<file path="src/rtl/fcvt_share_ctrl.sv">
// rtl/fcvt_share_ctrl.sv - round-robin sequencer sharing one float->int converter among N_REQ requesters
// Optional macro FCVT_FFLAGS_ACC_EN adds sticky accrued NV/NX flags with a clear input.
module fcvt_share_ctrl #(
  parameter int N_REQ   = 2,
  parameter int F_WIDTH = 32,
  parameter int I_WIDTH = 32,
  parameter int ID_W    = 1
) (
  input  logic                     clk,
  input  logic                     rst,
  input  logic [N_REQ-1:0]         req_valid,
  output logic [N_REQ-1:0]         req_ready,
  input  logic [N_REQ-1:0]         req_op,
  input  logic [N_REQ*F_WIDTH-1:0] req_data,
  output logic                     rsp_valid,
  input  logic                     rsp_ready,
  output logic [ID_W-1:0]          rsp_id,
  output logic [I_WIDTH-1:0]       rsp_data,
  output logic                     rsp_invalid,
  output logic                     rsp_inexact,
  output logic [F_WIDTH-1:0]       cvt_in,
  output logic                     cvt_op,
  input  logic [I_WIDTH-1:0]       cvt_out,
  input  logic                     cvt_invalid,
  input  logic                     cvt_inexact,
`ifdef FCVT_FFLAGS_ACC_EN
  input  logic                     fflags_clr,
  output logic                     fflags_nv,
  output logic                     fflags_nx,
`endif
  output logic                     busy
);

  typedef enum logic [1:0] {S_IDLE, S_EXEC, S_RESP} state_t;

  state_t          state;
  logic [ID_W-1:0] rr_ptr;
  logic [ID_W-1:0] cur_id;
  logic [ID_W-1:0] grant_idx;
  logic            grant_found;
  logic            rsp_hs;

  // Search starts just after the last winner so the winner drops to lowest priority.
  always_comb begin
    logic [ID_W-1:0] idx;
    grant_found = 1'b0;
    grant_idx   = '0;
    for (int k = 1; k <= N_REQ; k++) begin
      idx = ID_W'((int'(rr_ptr) + k) % N_REQ);
      if (!grant_found && req_valid[idx]) begin
        grant_found = 1'b1;
        grant_idx   = idx;
      end
    end
  end

  assign req_ready = (state == S_IDLE && grant_found) ? (N_REQ'(1) << grant_idx) : '0;
  assign rsp_valid = (state == S_RESP);
  assign busy      = (state != S_IDLE);
  assign rsp_hs    = (state == S_RESP) && rsp_ready;

  always_ff @(posedge clk or posedge rst) begin
    if (rst) begin
      state       <= S_IDLE;
      rr_ptr      <= ID_W'(N_REQ - 1);
      cur_id      <= '0;
      cvt_in      <= '0;
      cvt_op      <= 1'b0;
      rsp_id      <= '0;
      rsp_data    <= '0;
      rsp_invalid <= 1'b0;
      rsp_inexact <= 1'b0;
`ifdef FCVT_FFLAGS_ACC_EN
      fflags_nv   <= 1'b0;
      fflags_nx   <= 1'b0;
`endif
    end else begin
      case (state)
        S_IDLE: begin
          if (grant_found) begin
            cvt_in <= req_data[int'(grant_idx)*F_WIDTH +: F_WIDTH];
            cvt_op <= req_op[grant_idx];
            cur_id <= grant_idx;
            rr_ptr <= grant_idx;
            state  <= S_EXEC;
          end
        end
        S_EXEC: begin
          rsp_data    <= cvt_out;
          rsp_invalid <= cvt_invalid;
          rsp_inexact <= cvt_inexact;
          rsp_id      <= cur_id;
          state       <= S_RESP;
        end
        S_RESP: begin
          if (rsp_ready) state <= S_IDLE;
        end
        default: state <= S_IDLE;
      endcase
`ifdef FCVT_FFLAGS_ACC_EN
      // A handshake in the same cycle as a clear still leaves its flags set.
      fflags_nv <= (fflags_clr ? 1'b0 : fflags_nv) | (rsp_hs & rsp_invalid);
      fflags_nx <= (fflags_clr ? 1'b0 : fflags_nx) | (rsp_hs & rsp_inexact);
`endif
    end
  end

endmodule
</file>
<file path="config.mk">
export PLATFORM = sky130hd
export DESIGN_NAME = fcvt_share_ctrl
export DESIGN_NICKNAME = d
export VERILOG_FILES = /design/src/rtl/fcvt_share_ctrl.sv
export SDC_FILE = /design/constraint.sdc
export NUM_CORES = 1
export LEC_CHECK = 0
export CELL_PAD_IN_SITES_DETAIL_PLACEMENT = 0
export CELL_PAD_IN_SITES_GLOBAL_PLACEMENT = 1
export CORE_ASPECT_RATIO = 0.5
export CORE_MARGIN = 3
export CORE_UTILIZATION = 25
export DETAILED_ROUTE_END_ITERATION = 8
export PLACE_DENSITY = 0.81
export SYNTH_ARGS = -nofsm -noshare
export SYNTH_HDL_FRONTEND = slang
export SYNTH_SLANG_ARGS = --single-unit
</file>
<file path="constraint.sdc">
create_clock -name clk -period 2.1 [get_ports clk]
set_input_delay 0.315 -clock clk [delete_from_list [all_inputs] [get_ports clk]]
set_output_delay 0.315 -clock clk [all_outputs]
set_load 0.1 [all_outputs]
</file>
Word-level counts from Yosys, hierarchy flattened
Cells that the tools add are included.
Operators by class
  $add $sub $neg: 2
  order comparisons: 3
  equality and inequality tests: 4
  shift-type cells: 2
  mux-type cells: 14
  reductions and logical operators: 7
Operator list (number)
  $shiftx 64x7->32: 1
  $mux 1: 10
  $lt 1x2->1 const B: 3
  $mux 2: 3
  $pmux 2 s3: 1
  $reduce_and 2->1: 2
  $add 1x1->1 const B: 2
  $eq 2x1->1 const B: 1
  $eq 2x2->1 const B: 1
  $logic_and 1x1->1: 2
  $logic_not 2->1: 1
  $ne 2x1->1 const B: 1
  $ne 2x2->1 const B: 1
  $reduce_bool 2->1: 1
  $shl 1x1->2 const A: 1
  $logic_not 1->1: 1
Storage, ports and cells
  bits in registers: 72
  logic and storage cells: 41

Depth between registers and ports, before layout
  word-level depth: 9
  depth in mapped cells: 5
  depth with buffers taken out: 4

Least setup slack after synthesis
No wires, ideal clock.
  kind: reg-to-reg
  from: reg rr_ptr
  to: reg cvt_in[0]
  library setup time: 0.126 ns
  arrival: 1.466 ns
  slack: 0.508 ns
  stages on the path, launching flop included: 6
  path buffers: 1
  cell sequence: dfstp_2 -> nand2_1 -> nand3_2 -> clkinv_1 -> buf_2 -> a221o_1
On the way
  longest elaborated chain between the ends: 8
  elaborated cells between the ends (all ways): 14
RTL lines
  from (decl): RTL line 37  | logic [ID_W-1:0] rr_ptr;
  from (signal assigned): RTL line 65  | rr_ptr <= ID_W'(N_REQ - 1);
  from (signal assigned): RTL line 84  | rr_ptr <= grant_idx;
  $add 1x1->1: RTL line 49  | idx = ID_W'((int'(rr_ptr) + k) % N_REQ);
  $mux 1 (not written as such) (2 in a row): RTL line 50  | if (!grant_found && req_valid[idx]) begin
  $mux 1: RTL line 50
  $logic_not 1->1: RTL line 50
  $logic_and 1x1->1: RTL line 50
  $mux 1: RTL line 50
  $shiftx 64x7->32 / $reduce_and 2->1 (equally long branches)
  to (signal assigned): RTL line 81  | cvt_in <= req_data[int'(grant_idx)*F_WIDTH +: F_WIDTH];
  to (decl): RTL line 21  | output logic [F_WIDTH-1:0] cvt_in,
Several ways; a longest one is shown, not always the timed one. The select of a mux whose other input is x is not followed.
A chain may end at the register's enable or synchronous reset.

Worst setup path in the final report
  from: reg state[0]
  to: out req_ready[0]
On the way
  longest elaborated chain between the ends: 3
RTL lines
  from (decl): RTL line 36  | state_t state;
  from (signal assigned): RTL line 64  | state <= S_IDLE;
  from (signal assigned): RTL line 85  | state <= S_EXEC;
  from (signal assigned): RTL line 93  | state <= S_RESP;
  $logic_not 2->1: RTL line 57  | assign req_ready = (state == S_IDLE && grant_found) ? (N_REQ'(1) << grant_idx) : '0;
  $logic_and 1x1->1: RTL line 57
  $mux 2: RTL line 57
  to (decl): RTL line 12  | output logic [N_REQ-1:0] req_ready,
Every way passes these cells.

==> impl_metrics.ini <==
[outcome]
run_status = completed

[worst_hold_path]
hp-class = in2async

[synth]
synth_top_cells_by_count = 71 x dfrtp_1, 35 x mux2_2, 33 x a221o_1, 33 x o21a_1, 12 x buf_2
yosysSeqAreaShare_pct = 60.57
syn_area_per_cell_sq_um = 14.31
synth_enable_flop_cells = 0
syn_area_sq_um = 2977
async_flop_share_pct = 100.0
synth_ff_type = dfrtp_1
ys_ff_latch = 72
synth_area_leaders = dfrtp_1 60%, mux2_2 13%, a221o_1 11%, o21a_1 8.3%, buf_2 2.0%
yosys.cell_types.count = 18
synth_top_area_cell = dfrtp_1
synth_top_area_share_pct = 59.69
post-synth-top-count-cell = dfrtp_1
syn_nets = 313
syn_inst = 208
yosysWarnings = 0

[routing]
wire_per_inst_microns = 15.71
first_pass_iters = 4
drtIter0Drc = 135
drc = 0
antenna_left = 0
dr_total_vias = 2434
wl_microns = 8624
vias_per_cell = 4.434

[worst_setup_path]
r2r-end = cvt_in[18]
reg2reg_from = state[0]
crit_arrival_ps = 1600
regToRegSetupSlack_ps = 490
cp-end-kind = primary output
worstPathMaxFanout = 9
rr_worst_depth = 4
critical_path_class = reg2out
cp-start-kind = flip-flop
required_ps = 1780

[floorplanning]
die-area_sq_um = 13330
num_io_pins = 177
die_h_microns = 83.16
fp.dieW_microns = 160.3
start_util_pct = 26.38
fp.coreArea_sq_um = 11280
rows = 27

[timing]
period_share_pct = 91.27
setup_ws_ps = 183.4
fmax_ghz = 0.5217
relSlewSlack_pct = 53.91
setup_tns_ps = 0
finalHoldViolCount = 0
grt_setup_unrepaired = false
period_needed_ps = 1917
drv_slew = 0
tightest_slew_ps = 690.4
fin_worst_skew_ps = 5.647
setup_violations = 0

[placement]
gp_congestion = 0.7887
dpl-instance-area_sq_um = 4777
post-place-ws_ps = 115.4
dp_hpwl_microns = 6348
port_buffers = 176

[global_routing]
grt_max_degree = 73
grt_usage_pct = 13.34
first_global_vias = 2625
grt_pass1_wl_microns = 14120
antenna_found_initial = 0
overflow = 0

[clocking]
htree_levels = 3
cts.root.buffer_cell = clkbuf_16
postCtsHoldBufs = 0
cts_buffers = 9
cts_resized = 0
cts_sinks = 72
clock_latency_ps = 330
clk_pin_slew_worst_paths_ps = 60
post_cts_buffers = 0
clockBufferDepth = 2
cts_tree = yes

[finish]
fillCellCount = 1072
area.growth.synth_to_final_pct = 70.11
final_area_sq_um = 5064
antenna_cells = 0
layout-drive-gt1-share_pct = 35.13
nets = 491

[flow_run]
max_cap_violations = 0
## critical path: stages, from the launching register on
cell and delay [ps]:
dfrtp_1 400, nor2_2 200, and3_1 440, buf_12 230
## flip-flops by register name, summed over array words and instances (netlist names)
signal,count
cur_id,1
cvt_in,32
cvt_op,1
rr_ptr,1
rsp_data,32
rsp_id,1
rsp_inexact,1
rsp_invalid,1
state,2
## how the worst max path moves through the flow
stage | endpoint | startpoint | cells past startpoint
floorplan | cvt_in[0] | rr_ptr | 5
CTS | req_ready[0] | state[0] | 3
detailed placement | cvt_in[18] | req_valid[1] | 5
global placement | cvt_in[24] | req_valid[1] | 5
finish | req_ready[0] | state[0] | 3
global route | req_ready[0] | state[0] | 3
## through the flow
| step | utilization, % | std cells | hold slack, ps |
|---|---|---|---|
| after CTS | 44.88 | 549 | 472.1 |
| after global placement | 42.34 | 534 | 478.8 |
| after global routing | 44.88 | 549 | 506.0 |
| after detailed placement | 42.34 | 534 | 482.5 |
| after floorplan | - | 208 | 422.3 |
| final | 44.88 | 549 | 452.4 |
## area by class of cell
class / instances / area [sq um] / area share [%]
Multi-Input combinational cell: 115 / 1052 / 20.78
Tap cell: 159 / 198.9 / 3.929
Timing Repair Buffer: 184 / 1704 / 33.65
Clock inverter: 6 / 61.31 / 1.211
Clock buffer: 9 / 225.2 / 4.448
Inverter: 4 / 18.77 / 0.3706
Sequential cell: 72 / 1803 / 35.61
## cells by family after synthesis
kind of cell           after synthesis  share of synthesized area, %
buffers and inverters               21                         4.161
multiplexers                        35                         13.24
AND/OR/NAND/NOR                     11                         2.102
flip-flops                          72                         60.57
AO/OA/AOI/OAI                       69                         19.92
## placed cells by master (no fill, tap or decap)
cell and n:
clkdlybuf4s50_1 104, buf_4 75, dfrtp_1 71, mux2_2 35, o21a_1 33, a221o_1 33, clkbuf_16 9, buf_12 5
nand2_1 3, o21ai_0 3, clkinv_2 3, nor2_2 2, nand2b_1 2, clkinvlp_4 2, nand2b_2 1, inv_2 1
nor2_1 1, and3_1 1, nand3_2 1, clkinv_1 1, inv_1 1, clkinv_4 1, bufinv_16 1, dfstp_2 1
## routing by layer
| layer | vias up | GRT usage, % | share of wire, % |
|---|---|---|---|
| met5 | - | 0 | 0 |
| met4 | 0 | 5.118 | 2.8 |
| met3 | 18 | 4.235 | 4.3 |
| met2 | 71 | 23.55 | 55 |
| met1 | 1189 | 15.12 | 38 |
| li1 | 1156 | - | - |
Power is left out: the tool's default activity adds up to more than one toggle a clock period on the data nets, which glitch-free logic cannot reach.
